`config.mk`:
```
export PLATFORM = sky130hd
export DESIGN_NAME = tic_tac_toe_game
export DESIGN_NICKNAME = d
export VERILOG_FILES = /design/src/rtl/ttt_pkg.sv /design/src/rtl/ttt_line_check.sv /design/src/rtl/tic_tac_toe_game.sv
export SDC_FILE = /design/constraint.sdc
export NUM_CORES = 1
export LEC_CHECK = 0
export BUFFER_PORTS_ARGS = -buffer_cell sky130_fd_sc_hd__buf_2
export CAP_MARGIN = 15
export CORE_MARGIN = 2
export CORE_UTILIZATION = 45
export CTS_BUF_LIST = sky130_fd_sc_hd__clkbuf_4
export CTS_CLUSTER_SIZE = 16
export DETAILED_ROUTE_END_ITERATION = 8
export MAX_ROUTING_LAYER = met4
export PLACE_DENSITY = 0.67
export SLEW_MARGIN = 0
export SYNTH_ARGS = -nofsm -noshare
export SYNTH_HDL_FRONTEND = slang
export SYNTH_SLANG_ARGS = --single-unit
```
`constraint.sdc`:
```
create_clock -name clk -period 7.6 [get_ports clk]
set_input_delay 2.28 -clock clk [delete_from_list [all_inputs] [get_ports clk]]
set_output_delay 2.28 -clock clk [all_outputs]
set_load 0.01 [all_outputs]
```
`src/rtl/ttt_pkg.sv`:
```
// Shared types and the win-line table for the tic-tac-toe controller.
package ttt_pkg;

  typedef enum logic [1:0] {
    EMPTY = 2'd0,
    P1    = 2'd1,
    P2    = 2'd2
  } cell_t;

  localparam int NUM_CELLS = 9;
  localparam int NUM_LINES = 8;

  typedef cell_t [NUM_CELLS-1:0] board_t;

  // Zero-based cell indices, row-major from the top-left corner.
  localparam int unsigned WIN_LINES [NUM_LINES][3] = '{
    '{0, 1, 2},
    '{3, 4, 5},
    '{6, 7, 8},
    '{0, 3, 6},
    '{1, 4, 7},
    '{2, 5, 8},
    '{0, 4, 8},
    '{2, 4, 6}
  };

endpackage

```
`src/rtl/ttt_line_check.sv`:
```
// Reports whether one player owns any line and which cells sit on those lines.
module ttt_line_check
  import ttt_pkg::*;
(
  input  board_t                board,
  input  cell_t                 player,
  output logic                  owns,
  output logic [NUM_CELLS-1:0]  mask
);

  always_comb begin
    owns = 1'b0;
    mask = '0;
    for (int l = 0; l < NUM_LINES; l++) begin
      if (board[WIN_LINES[l][0]] == player &&
          board[WIN_LINES[l][1]] == player &&
          board[WIN_LINES[l][2]] == player) begin
        owns = 1'b1;
        mask[WIN_LINES[l][0]] = 1'b1;
        mask[WIN_LINES[l][1]] = 1'b1;
        mask[WIN_LINES[l][2]] = 1'b1;
      end
    end
  end

endmodule

```
`src/rtl/tic_tac_toe_game.sv`:
```
// Two-player tic-tac-toe controller: edge-detected cell requests,
// move legality, board/turn state and win/draw decode.
module tic_tac_toe_game
  import ttt_pkg::*;
(
  input  logic clk,
  input  logic reset,
  input  logic clk1,
  input  logic clk2,
  input  logic clk3,
  input  logic clk4,
  input  logic clk5,
  input  logic clk6,
  input  logic clk7,
  input  logic clk8,
  input  logic clk9,
  output logic winP1,
  output logic winP2,
  output logic draw,
  output logic i1p1,
  output logic i2p1,
  output logic i3p1,
  output logic i4p1,
  output logic i5p1,
  output logic i6p1,
  output logic i7p1,
  output logic i8p1,
  output logic i9p1,
  output logic i1p2,
  output logic i2p2,
  output logic i3p2,
  output logic i4p2,
  output logic i5p2,
  output logic i6p2,
  output logic i7p2,
  output logic i8p2,
  output logic i9p2,
  output logic xI1,
  output logic xI2,
  output logic xI3,
  output logic xI4,
  output logic xI5,
  output logic xI6,
  output logic xI7,
  output logic xI8,
  output logic xI9
);

  board_t                board;
  logic                  turn;
  logic [NUM_CELLS-1:0]  prev;
  logic [NUM_CELLS-1:0]  btn;
  logic [NUM_CELLS-1:0]  req;
  logic [NUM_CELLS-1:0]  own1;
  logic [NUM_CELLS-1:0]  own2;
  logic [NUM_CELLS-1:0]  mask1;
  logic [NUM_CELLS-1:0]  mask2;
  logic [NUM_CELLS-1:0]  xi;
  logic                  win1;
  logic                  win2;
  logic                  full;
  logic                  over;
  logic                  target_empty;
  logic                  accept;

  assign btn = {clk9, clk8, clk7, clk6, clk5,
                clk4, clk3, clk2, clk1};
  assign req = btn & ~prev;

  ttt_line_check u_check_p1 (
    .board  (board),
    .player (P1),
    .owns   (win1),
    .mask   (mask1)
  );

  ttt_line_check u_check_p2 (
    .board  (board),
    .player (P2),
    .owns   (win2),
    .mask   (mask2)
  );

  always_comb begin
    own1 = '0;
    own2 = '0;
    for (int i = 0; i < NUM_CELLS; i++) begin
      own1[i] = (board[i] == P1);
      own2[i] = (board[i] == P2);
    end
  end

  assign full = &(own1 | own2);
  assign over = win1 | win2 | draw;

  // Only meaningful when req is one-hot; gated by $onehot below.
  always_comb begin
    target_empty = 1'b0;
    for (int i = 0; i < NUM_CELLS; i++) begin
      if (req[i] && board[i] == EMPTY) begin
        target_empty = 1'b1;
      end
    end
  end

  assign accept = $onehot(req) & target_empty & ~over;

  always_ff @(posedge clk or posedge reset) begin
    if (reset) begin
      prev <= '0;
      turn <= 1'b0;
      for (int i = 0; i < NUM_CELLS; i++) begin
        board[i] <= EMPTY;
      end
    end else begin
      prev <= btn;
      if (accept) begin
        turn <= ~turn;
        for (int i = 0; i < NUM_CELLS; i++) begin
          if (req[i]) begin
            board[i] <= turn ? P2 : P1;
          end
        end
      end
    end
  end

  assign winP1 = win1;
  assign winP2 = win2;
  assign draw  = full & ~win1 & ~win2;

  assign xi = ({NUM_CELLS{win1}} & mask1) |
              ({NUM_CELLS{win2}} & mask2);

  assign i1p1 = own1[0];
  assign i2p1 = own1[1];
  assign i3p1 = own1[2];
  assign i4p1 = own1[3];
  assign i5p1 = own1[4];
  assign i6p1 = own1[5];
  assign i7p1 = own1[6];
  assign i8p1 = own1[7];
  assign i9p1 = own1[8];

  assign i1p2 = own2[0];
  assign i2p2 = own2[1];
  assign i3p2 = own2[2];
  assign i4p2 = own2[3];
  assign i5p2 = own2[4];
  assign i6p2 = own2[5];
  assign i7p2 = own2[6];
  assign i8p2 = own2[7];
  assign i9p2 = own2[8];

  assign xI1 = xi[0];
  assign xI2 = xi[1];
  assign xI3 = xi[2];
  assign xI4 = xi[3];
  assign xI5 = xi[4];
  assign xI6 = xi[5];
  assign xI7 = xi[6];
  assign xI8 = xi[7];
  assign xI9 = xi[8];

endmodule

```
Word-level counts from Yosys, hierarchy flattened

Cells that the tools add are included.

Flip-flop bits (word level): 28
Bits of input ports: 11
Output and inout port bits: 30
Logic and storage cells: 176

Add/subtract/negate cells: 8
Equal/unequal tests: 19
Mux-type cells: 62
Bitwise logic cells: 16
Reduce and logical (&&, ||, !) cells: 60

Operators with widths:

| operator           | number |
|---|---|
| $mux 1             | 55 |
| $logic_and 1x1->1  | 41 |
| $and 9x9->9        | 3 |
| $eq 2x1->1 const B | 9 |
| $eq 2x2->1 const B | 9 |
| $logic_not 2->1    | 9 |
| $mux 3             | 6 |
| $or 9x9->9         | 2 |
| $reduce_and 2->1   | 9 |
| $not 9->9          | 1 |
| $reduce_and 9->1   | 1 |
| $add 1x1->2        | 4 |
| $add 2x2->3        | 2 |
| $add 3x3->4        | 1 |
| $add 4x1->4        | 1 |
| $and 1x1->1        | 4 |
| $eq 4x1->1 const B | 1 |
| $not 1->1          | 4 |
| $mux 2             | 1 |
| $or 1x1->1         | 2 |

Depth between registers and ports, before layout

Word-level depth: 18
Depth in mapped cells: 14
Depth with buffers taken out: 13

By module

Synthesis repeated with hierarchy kept, for this count alone.

Cells, all modules: 310
Area total of the unflattened synthesis: 2,932.8 um^2

Modules (own cells, without submodules):

| module           | instances | cells an instance | area an instance (um^2) | seq. area each (um^2) |
|---|---|---|---|---|
| tic_tac_toe_game | 1         | 162               | 1,936.9                 | 700.7 |
| ttt_line_check   | 2         | 74                | 498.0                   | 0.0 |

Worst setup path before layout

Ideal clock, no wire load.

Path type: input -> register
From: input port clk1
To: register board[15] in the netlist's numbering
Setup time: 0.125 ns
Arrival time: 6.399 ns
Data required time: 7.475 ns
Setup slack: 1.076 ns
Stages: 14
Buffers on the path: 1
Path through: nand2b_1 -> fa_1 -> inv_1 -> fa_1 -> fa_1 -> inv_1 -> fa_1 -> fa_1 -> nor2_1 -> a31oi_1 -> or4b_1 -> buf_2 -> nor4b_2 -> mux2_2

Word-level cells in the longest chain between the ends: 14
Elaborated cells on any way between the ends: 19
Classes of those cells: 4 x add/sub; 1 x eq/ne; 9 x mux; 3 x bitwise; 2 x reduce/logical

RTL lines:

| element                                              | RTL line                | RTL |
|---|---|---|
| start: declaration                                   | tic_tac_toe_game.sv:8   | `input logic clk1,` |
| $and 9x9->9 *                                        | tic_tac_toe_game.sv:68  | `assign req = btn & ~prev;` |
| branches (longest 10 deep; another with $add 3x3->4) | -                       |  |
| $and 1x1->1 * (2 in a row)                           | tic_tac_toe_game.sv:106 | `assign accept = $onehot(req) & target_empty & ~over;` |
| $reduce_and 2->1 (no source line) *                  | -                       |  |
| end signal: indexed assignment                       | tic_tac_toe_game.sv:121 | `board[i] <= turn ? P2 : P1;` |
| end: declaration                                     | tic_tac_toe_game.sv:49  | `board_t board;` |

Every way passes the cells marked *.
A chain may end at the register's enable or synchronous reset.

Worst setup path after layout

From: input port clk1
To: register board[13] in the netlist's numbering

Same word-level chain as after synthesis.

==> impl_metrics.csv <==
group,metric,value,unit
run_status,status,"finished, final reports clean",
floorplanning,core-area,0.00441,mm^2
detailed_routing,routed_wl,4500,um
setup_path,end_kind,"flop",
power_and_ir_drop,power_density,107,mW/mm^2
synth,yosys.area_share.simple,19.6,%
job,max_cap_viol_count,0,
power_and_ir_drop,ir_drop,0.0853,mV
cts,insertion_delay,340,ps
cts,cts_made_buffers,3,
cells_and_area,fill_cells,401,
synth,synth_mux_area_share,9.13,%
detailed_routing,ant_nets,0,
setup_path,worst_ep_arrival_time,6900,ps
timing,fin_worst_skew,2.50,ps
detailed_routing,avgRoutedWirePerCell,16.1,um
synth,synth_compound_area_share,9.67,%
cts,cts_resized,0,
detailed_routing,routed_via_density,5.56,
global_routing,antenna_found_initial,0,
setup_path,crit_path_start_kind,"input port",
synth,ys_ff_latch,28,
place,port_buffers,40,
synth,synth_fa_ha_area_share,22.1,%
synth,syn_area_per_cell,11.2,um^2
timing,setup_viol_count_final,0,
floorplanning,die-area,0.00522,mm^2
timing,slew_violations,0,
detailed_routing,via_count,1558,
cells_and_area,n_antenna_cell,0,
cells_and_area,final_cell_area,0.00239,mm^2
synth,synth_top_family_by_area,"adder cells",
place,placed_area,0.00234,mm^2
cells_and_area,regArea,701,um^2
floorplanning,io_pins,41,
global_routing,grt_pass1_wl,7600,um
cts,postCtsSetupBuffers,0,
timing,tightest_slew,660,ps
setup_path,criticalPathCategory,"input port to flop",
hold_path,hp-class,"flop to flop",
place,place_hpwl,3620,um
floorplanning,die_x,72.2,um
setup_path,crit_chain,"buf_2 -> nand2b_1 -> fa_1 -> inv_1 -> fa_1 -> fa_1 -> inv_1 -> fa_1 -> fa_1 -> nor2_1 -> a31oi_1 -> or4b_1 -> nor4b_2 -> mux2_1",
global_routing,grtUsageTotal,19.3,%
global_routing,grt_overflow_total,0,
synth,synthFlopType,"dfrtp_1",
synth,synthesis.nets,232,
synth,synth-xor-area-share,0.418,%
cells_and_area,drive_above_1_share,26.3,%
setup_path,crit_path_max_incr_delay,800,ps
cells_and_area,multi_input_area,0.00128,mm^2
floorplanning,start_util,47.5,%
cts,cts_hold_buffers,0,
detailed_routing,drt_first_pass_iters,4,
synth,netlist_instances,187,
hold_path,min_path_cells,1,
cts,clockBufferDepth,2,
timing,clock.fmax,0.150,GHz
detailed_routing,drtIter0Drc,44,
setup_path,crit_required,7840,ps
setup_path,crit_slowest_cell,"or4b_1",
cells_and_area,num-nets-final,274,
synth,yosysUniqueCellTypes,40,
cells_and_area,syn_to_final_growth,14.3,%
detailed_routing,drc,0,
timing,max-slew-margin-rel,55.9,%
timing,period_minus_slack,6660,ps
global_routing,grt_max_degree,29,
synth,synth-async-reset-ratio,100,%
synth,synth_area,0.00210,mm^2
power_and_ir_drop,leakagePower,0.00121,uW
setup_path,rrSetupSlack,2490,ps
timing,finalHoldViolCount,0,
cts,clkTransAtPathRegs,150,ps
setup_path,path_max_fanout,10,
synth,synth.largest_area_cell,"dfrtp_1",
place,gp_congestion,0.928,
timing,rsz0062_at_grt,"no",
synth,synth_edf_count,0,
synth,synth_top_area_share,33.4,%
cts,cts_tree,"yes",
synth,synth.yosys.seq_area_share,33.4,%
synth,ys_warn_count,0,
synth,synth.area.top_cells,"dfrtp_1, ha_1, fa_1",
setup_path,critPathBufInv,3,
global_routing,grt_pass1_vias,1525,
floorplanning,row_count,24,
floorplanning,fp.dieH,72.2,um
setup_path,path_common_cell,"fa_1",
setup_path,reg2reg_depth,13,
cts,cts_max_level,1,
timing,fin_crit_sh,87.6,%
setup_path,worst_path_dominant_cell_family,"adder cells",
timing,setup_tns,0,ps
cts,clock-sinks,28,
setup_path,path_depth,14,
cts,cts_root_buffer,"clkbuf_4",
[through the flow]
stage	worst slack, ps	total power (uW)	hold WS (ps)	cells	util [%]
6_report	942	256	546	280	54.3
2_1_floorplan	1080	183	485	187	-
5_1_grt	733	270	565	280	54.3
4_1_cts	959	257	550	279	53.6
3_5_place_dp	596	194	517	275	53.0
3_3_place_gp	630	194	505	275	53.0
[power breakdown]
| group | internal [uW] | leakage, uW | total [uW] | switching [uW] |
|---|---|---|---|---|
| Sequential | 153 | 0.000323 | 160 | 7.37 |
| Combinational | 14.8 | 0.000872 | 31.7 | 16.9 |
| Clock | 19.4 | 0.0000154 | 64.6 | 45.2 |
[registers in the layout (all words and copies together), names as in the netlist]
register  count
board        18
turn          1
prev          9
[cell families (layout without fill, tap and decap cells)]
group                    after synthesis  after routing
buffers and inverters                 30             71
AND/OR/NAND/NOR                       53             53
AO/OA/AOI/OAI                         23             23
adder cells (fa/ha/maj)               34             34
flip-flops                            28             28
XOR/XNOR                               1              1
multiplexers                          18             18
[synth_stat cells (2+ instances only)]
cell,count
a22o_1,6
a22oi_1,3
a31oi_1,5
a32oi_1,4
and2_1,3
and3_1,4
dfrtp_1,28
fa_1,5
ha_1,29
inv_1,26
mux2_1,6
mux2_2,3
mux2i_1,9
nand2_1,9
nand2b_1,6
nand3_1,4
nand3b_1,3
nor2b_1,6
nor3_1,2
nor4_2,4
nor4b_2,3
[worst reg2reg max path, stage by stage, from the launching register on]
cell	delay [ps]
dfrtp_1	410
nand2b_1	210
fa_1	550
inv_1	50
fa_1	500
fa_1	550
inv_1	60
fa_1	450
fa_1	390
nor2_1	100
a31oi_1	90
or4b_1	800
nor4b_2	490
mux2_1	370
[cell type report]
| class | instances | share of cell area [%] |
|---|---|---|
| Timing Repair Buffer | 41 | 9.51 |
| Inverter | 26 | 4.08 |
| Sequential cell | 28 | 29.3 |
| Clock buffer | 3 | 0.940 |
| Tap cell | 52 | 2.72 |
| Clock inverter | 1 | 0.157 |
| Multi-Input combinational cell | 129 | 53.3 |
[final timing paths]
kind	startpoint	endpoint
max	clk1	board[13]
min	board[9]	board[9]
max reg2reg	prev[0]	board[13]
min reg2reg	board[9]	board[9]
max in group asynchronous	reset	prev[7]
min in group asynchronous	reset	board[7]
[layer usage]
metal | vias up | share of wire (%) | wire length (um) | GRT usage, %
li1 | 740 | - | - | -
met2 | 68 | 45 | 2030 | 29.9
met1 | 738 | 47 | 2100 | 26.7
met5 | - | 0 | 0 | -
met4 | 0 | 2.0 | 89 | 6.50
met3 | 12 | 6.3 | 282 | 1.94
[cells in the final DEF (no fill, tap or decap), drive strengths merged, types with 2 or more instances in the layout]
cell and count:
buf 41, ha 29, dfrtp 28, inv 26, nand2 9, mux2i 9, mux2 9, a22o 6
nand2b 6, nor2b 6, a31oi 5, fa 5, nor4 5, nand3 4, a32oi 4, and3 4
and2 4, nor4b 4, a22oi 3, nand3b 3, clkbuf 3, nor3 3, nand4 2
Note: power is estimated with default switching activity, not from simulation.
